### config.mk
export PLATFORM = sky130hd
export DESIGN_NAME = mem_lsu
export DESIGN_NICKNAME = d
export VERILOG_FILES = /design/src/rtl/lsu_pkg.sv /design/src/rtl/lsu_align.sv /design/src/rtl/mem_lsu.sv
export SDC_FILE = /design/constraint.sdc
export NUM_CORES = 1
export LEC_CHECK = 0
export CAP_MARGIN = 20
export CORE_MARGIN = 2
export CORE_UTILIZATION = 26
export CTS_CLUSTER_SIZE = 10
export DETAILED_ROUTE_END_ITERATION = 7
export PLACE_DENSITY = 0.58
export SLEW_MARGIN = 40
export SYNTH_ARGS = -nofsm -noshare
export SYNTH_HDL_FRONTEND = slang
export SYNTH_SLANG_ARGS = --single-unit
### constraint.sdc
create_clock -name clk -period 5.24 [get_ports clk]
set_clock_uncertainty 0.05 [all_clocks]
set_input_delay 1.048 -clock clk [delete_from_list [all_inputs] [get_ports clk]]
set_output_delay 1.048 -clock clk [all_outputs]
set_load 0.005 [all_outputs]
### src/rtl/lsu_pkg.sv
// Shared definitions for the load/store unit: FSM states, funct3 access codes
// and the access-fault rule used when a request is presented in IDLE.
package lsu_pkg;

   typedef enum logic [1:0] {
      IDLE = 2'd0,
      BUSY = 2'd1,
      DONE = 2'd2
   } lsu_state_e;

   localparam logic [2:0] F3_B  = 3'b000;
   localparam logic [2:0] F3_H  = 3'b001;
   localparam logic [2:0] F3_W  = 3'b010;
   localparam logic [2:0] F3_BU = 3'b100;
   localparam logic [2:0] F3_HU = 3'b101;

   // Unsigned widths exist only for loads, so a store with BU/HU is illegal.
   function automatic logic access_fault(input logic [2:0] f3,
                                         input logic [1:0] off,
                                         input logic       is_store);
      logic f;
      case (f3)
         F3_B, F3_BU: f = 1'b0;
         F3_H, F3_HU: f = off[0];
         F3_W:        f = (off != 2'b00);
         default:     f = 1'b1;
      endcase
      if (is_store && (f3 == F3_BU || f3 == F3_HU)) f = 1'b1;
      return f;
   endfunction

endpackage

### src/rtl/lsu_align.sv
// Lane steering: byte enables and store-data replication on the way out,
// lane selection and sign/zero extension of load data on the way back.
module lsu_align
   import lsu_pkg::*;
(
   input  logic [2:0]  funct3,
   input  logic [1:0]  offset,
   input  logic [31:0] store_data,
   input  logic [31:0] bus_rdata,
   output logic [3:0]  byte_en,
   output logic [31:0] wdata_rep,
   output logic [31:0] load_data
);

   logic [7:0]  lane_b;
   logic [15:0] lane_h;

   always_comb begin
      lane_b = 8'(bus_rdata >> {offset, 3'b000});
      lane_h = 16'(bus_rdata >> {offset[1], 4'b0000});

      case (funct3[1:0])
         2'b00:   byte_en = 4'b0001 << offset;
         2'b01:   byte_en = 4'b0011 << offset;
         default: byte_en = 4'b1111;
      endcase

      case (funct3[1:0])
         2'b00:   wdata_rep = {4{store_data[7:0]}};
         2'b01:   wdata_rep = {2{store_data[15:0]}};
         default: wdata_rep = store_data;
      endcase

      case (funct3)
         F3_B:    load_data = {{24{lane_b[7]}}, lane_b};
         F3_H:    load_data = {{16{lane_h[15]}}, lane_h};
         F3_W:    load_data = bus_rdata;
         F3_BU:   load_data = {24'd0, lane_b};
         F3_HU:   load_data = {16'd0, lane_h};
         default: load_data = 32'd0;
      endcase
   end

endmodule

### src/rtl/mem_lsu.sv
// Memory-stage load/store unit: one outstanding bus access per M instruction,
// stalling the pipeline from request until the response is captured.
module mem_lsu
   import lsu_pkg::*;
#(
   parameter int TIMEOUT = 255
) (
   input  logic        clk,
   input  logic        rst,
   input  logic        MemReadM,
   input  logic        MemWriteM,
   input  logic [2:0]  funct3M,
   input  logic [31:0] ALUResultM,
   input  logic [31:0] WriteDataM,
   input  logic        HoldM,
   output logic [31:0] ReadDataM,
   output logic        StallM,
   output logic        MisalignM,
   output logic        BusErrM,
   output logic        bus_req,
   output logic        bus_we,
   output logic [31:0] bus_addr,
   output logic [3:0]  bus_be,
   output logic [31:0] bus_wdata,
   input  logic [31:0] bus_rdata,
   input  logic        bus_ack,
   input  logic        bus_err
);

   localparam int CW = (TIMEOUT > 1) ? $clog2(TIMEOUT) : 1;
   localparam logic [CW-1:0] CNT_LAST = CW'(TIMEOUT - 1);

   lsu_state_e  state_q, state_d;
   logic [CW-1:0] cnt_q;
   logic        req_q, we_q, err_q;
   logic [31:0] addr_q, wdata_q, rdata_q;
   logic [3:0]  be_q;
   logic [2:0]  f3_q;
   logic [1:0]  off_q;

   logic        mem_op, fault, access_ok;
   logic        end_err, end_ack, end_tmo;
   logic [2:0]  al_f3;
   logic [1:0]  al_off;
   logic [3:0]  al_be;
   logic [31:0] al_wdata, al_load;

   assign mem_op    = MemReadM | MemWriteM;
   assign fault     = access_fault(funct3M, ALUResultM[1:0], MemWriteM);
   assign access_ok = mem_op & ~fault;

   // Error wins over ack; timeout only fires when neither response arrived.
   assign end_err = bus_err;
   assign end_ack = bus_ack & ~bus_err;
   assign end_tmo = ~bus_ack & ~bus_err & (cnt_q == CNT_LAST);

   // Issue-side lanes come from the live inputs; return-side from the capture.
   assign al_f3  = (state_q == IDLE) ? funct3M : f3_q;
   assign al_off = (state_q == IDLE) ? ALUResultM[1:0] : off_q;

   lsu_align u_align (
      .funct3     (al_f3),
      .offset     (al_off),
      .store_data (WriteDataM),
      .bus_rdata  (bus_rdata),
      .byte_en    (al_be),
      .wdata_rep  (al_wdata),
      .load_data  (al_load)
   );

   always_ff @(posedge clk) begin
      if (rst) state_q <= IDLE;
      else     state_q <= state_d;
   end

   always_comb begin
      state_d = state_q;
      case (state_q)
         IDLE:    if (access_ok) state_d = BUSY;
         BUSY:    if (end_err || end_ack || end_tmo) state_d = DONE;
         DONE:    if (!HoldM) state_d = IDLE;
         default: state_d = IDLE;
      endcase
   end

   always_comb begin
      StallM    = 1'b0;
      MisalignM = 1'b0;
      ReadDataM = 32'd0;
      BusErrM   = 1'b0;
      if (!rst) begin
         case (state_q)
            IDLE: begin
               StallM    = access_ok;
               MisalignM = mem_op & fault;
            end
            BUSY: StallM = 1'b1;
            DONE: begin
               ReadDataM = rdata_q;
               BusErrM   = err_q;
            end
            default: ;
         endcase
      end
   end

   always_ff @(posedge clk) begin
      if (rst) begin
         cnt_q   <= '0;
         req_q   <= 1'b0;
         we_q    <= 1'b0;
         addr_q  <= 32'd0;
         be_q    <= 4'd0;
         wdata_q <= 32'd0;
         f3_q    <= 3'd0;
         off_q   <= 2'd0;
         rdata_q <= 32'd0;
         err_q   <= 1'b0;
      end else begin
         case (state_q)
            IDLE: if (access_ok) begin
               req_q   <= 1'b1;
               we_q    <= MemWriteM;
               addr_q  <= {ALUResultM[31:2], 2'b00};
               be_q    <= al_be;
               wdata_q <= al_wdata;
               f3_q    <= funct3M;
               off_q   <= ALUResultM[1:0];
               cnt_q   <= '0;
               rdata_q <= 32'd0;
               err_q   <= 1'b0;
            end
            BUSY: begin
               if (end_err || end_tmo) begin
                  req_q   <= 1'b0;
                  rdata_q <= 32'd0;
                  err_q   <= 1'b1;
                  cnt_q   <= '0;
               end else if (end_ack) begin
                  req_q   <= 1'b0;
                  rdata_q <= we_q ? 32'd0 : al_load;
                  err_q   <= 1'b0;
                  cnt_q   <= '0;
               end else begin
                  cnt_q <= cnt_q + 1'b1;
               end
            end
            default: ;
         endcase
      end
   end

   assign bus_req   = req_q;
   assign bus_we    = we_q;
   assign bus_addr  = addr_q;
   assign bus_be    = be_q;
   assign bus_wdata = wdata_q;

endmodule

==> run_results.csv <==
group,metric,value,unit
timing,fin_crit_sh,87.3,%
synth,synth.top_cell.area_share,44.6,%
clock_tree,cts-root-buf,"clkbuf_16",
clock_tree,cts_max_path_buffers,2,
floorplanning,die-area,21200,µm²
final_layout,num-nets-final,954,
timing,worstMarginPinSlew,795,ps
worst_hold_path,min_path_type,"register to register",
placement,place_ws,680,ps
drt,drtAntennaViolNets,0,
drt,routed_wirelength,19100,µm
timing,setup_viol,0,
synth,syn_inst,664,
timing,final.min_clock_period,4570,ps
timing,finalSetupTns,0,ps
clock_tree,clkSinkCount,116,
timing,hold_viol,0,
synth,synthArstFlopShare,0,%
grt,antenna_found_initial,0,
setup_path,critical_path_required,4140,ps
clock_tree,cts_hold_buf,0,
timing,drv_slew,0,
final_layout,fillers,2017,
synth,yosysMostFrequentCell,"nand2_1",
setup_path,critPathArrivalTime,3470,ps
timing,setup_ws,667,ps
setup_path,cp_max_fo,8,
timing,worst_hold_slack,401,ps
floorplanning,die_h,146,µm
clock_tree,cts_buffers,17,
synth,ys_types,53,
synth,syn_area,5210,µm²
timing,rsz0062_at_grt,"no",
clock_tree,cts_resized,0,
drt,via_per_inst,4.94,
grt,grt_max_degree,102,
clock_tree,postCtsSetupBuffers,0,
power_and_ir_drop,finalPower,0.00263,W
synth,ys_seq_elements,116,
run_status,status,"completed",
synth,synth_top_flop_cell,"dfxtp_1",
placement,dpl_cell_area,7470,µm²
setup_path,setup.worst_path.end_class,"output port",
clock_tree,clk_latency,420,ps
clock_tree,cts_tree,"yes",
drt,drtIter0Drc,414,
final_layout,area_delta_synth_final,55.3,%
synth,synthTopCellsByCount,"nand2_1, dfxtp_1, nor2_1, a21oi_1, nand2b_1",
grt,grt_pass1_vias,5376,
grt,grt_overflow,0,
floorplanning,ios,211,
floorplanning,initial_core_util,26.7,%
synth,synth_edf_count,0,
power_and_ir_drop,peakVddDrop,0.221,mV
floorplanning,die_w,146,µm
drt,drc,0,
floorplanning,core-area,19500,µm²
final_layout,finalInstanceArea,8080,µm²
placement,portBuffers,208,
placement,place_congestion,0.862,
synth,synth_top_area_cell,"dfxtp_1",
grt,grt_first_pass_wirelength,30400,µm
flow_run,cap_violations,0,
synth,synth-seq-area-share,44.6,%
clock_tree,cts_max_level,4,
synth,syn-mean-instance-area,7.84,µm²
synth,yosysWarningCount,0,
grt,grtUsageTotal,18.1,%
setup_path,critPathKind,"input port to output port",
timing,timing.slew.headroom,46.3,%
power_and_ir_drop,p_per_area,325,nW/µm²
setup_path,start_kind,"input port",
drt,wl_per_cell,17.0,µm
final_layout,seqCellArea,2320,µm²
power_and_ir_drop,p_leak,2.81,nW
placement,dp_hpwl,13200,µm
drt,vias,5556,
final_layout,drive_above_1_share,6.52,%
timing,fmax,219,MHz
floorplanning,row_count,51,
synth,yosys-top-cells-area,"dfxtp_1, nand2_1, a21oi_1, nor2_1, nand2b_1",
clock_tree,path_clk_slew,60,ps
final_layout,multi_input_area,2650,µm²
drt,first_pass_iters,6,
final_layout,antenna_cells,0,
-- layout by cell type, fill, tap and decap left out, types with 3 or more instances in the layout --
master / Yosys / final
inv_1: 3 / 3
clkdlybuf4s50_1: 0 / 207
nand2_1: 145 / 144
dfxtp_1: 116 / 116
a21oi_1: 71 / 71
a222oi_1: 14 / 14
mux2i_1: 3 / 3
a221oi_1: 9 / 9
o21ai_0: 7 / 7
a211oi_1: 13 / 13
nor2_1: 83 / 83
o22ai_1: 33 / 33
bufinv_16: 0 / 3
and2_1: 5 / 4
nand2b_1: 37 / 36
nand3_1: 4 / 4
clkinv_2: 0 / 5
clkbuf_16: 0 / 17
a311oi_1: 18 / 18
buf_4: 2 / 10
nor3_1: 5 / 5
a22o_1: 3 / 3
-- cell type report --
class	instances	share of cell area, %
inverter	3	0.139
sequential	116	28.7
tap	265	4.10
timing repair buffer	218	26.7
clock inverter	13	1.93
multi-input combinational	490	32.8
clock buffer	19	5.60
-- worst max-delay path, stage by stage --
cell,delay [ps]
clkdlybuf4s50_1,510
o41ai_1,790
and2_4,290
nor2_1,120
nor3_1,190
clkdlybuf4s50_1,540
-- power by group --
part	total [W]	leakage (nW)	internal, W	switching (W)
combinational	0.000479	1.57	0.000233	0.000246
clock	0.00120	0.299	0.000770	0.000425
sequential	0.000952	0.944	0.000927	0.0000251
-- routing by layer --
layer | vias up | part of all wire [%] | track usage (%)
li1 | 2723 | - | -
met3 | 29 | 9.4 | 6.74
met4 | 0 | 1.5 | 5.54
met1 | 2556 | 45 | 24.1
met5 | - | 0 | 0
met2 | 248 | 44 | 27.1
-- kinds of logic (layout without fill, tap and decap cells) --
group	Yosys count	count (layout)	share of synthesized area [%]
AND/OR/NAND/NOR	296	296	24.8
buffers and inverters	59	253	4.83
flip-flops	116	116	44.6
other	1	2	0.0720
multiplexers	7	7	1.73
adder cells (fa/ha/maj)	2	2	0.481
AO/OA/AOI/OAI	183	183	23.5
-- final timing paths --
kind                start           end  slack, ps  depth (start not counted)
max            funct3M[0]        StallM        670                          6
min          bus_wdata[2]  bus_wdata[2]        400                          2
max reg2reg    state_q[1]    rdata_q[4]       2310                          6
min reg2reg  bus_wdata[2]  bus_wdata[2]        400                          2
-- through the flow --
stage,utilization (%),std cells
5_1_grt,41.4,1124
3_5_place_dp,38.3,1092
2_1_floorplan,-,665
3_3_place_gp,38.2,1092
4_1_cts,41.4,1124
6_report,41.4,1124
-- sequential cells by signal, indices dropped and copies added (netlist names) --
| name | cells |
|---|---|
| rdata_q | 32 |
| bus_wdata | 32 |
| off_q | 2 |
| cnt_q | 8 |
| state_q | 2 |
| bus_be | 4 |
| bus_req | 1 |
| bus_we | 1 |
| bus_addr | 30 |
| err_q | 1 |
| f3_q | 3 |
No activity file was read; power rests on OpenSTA's default activity.
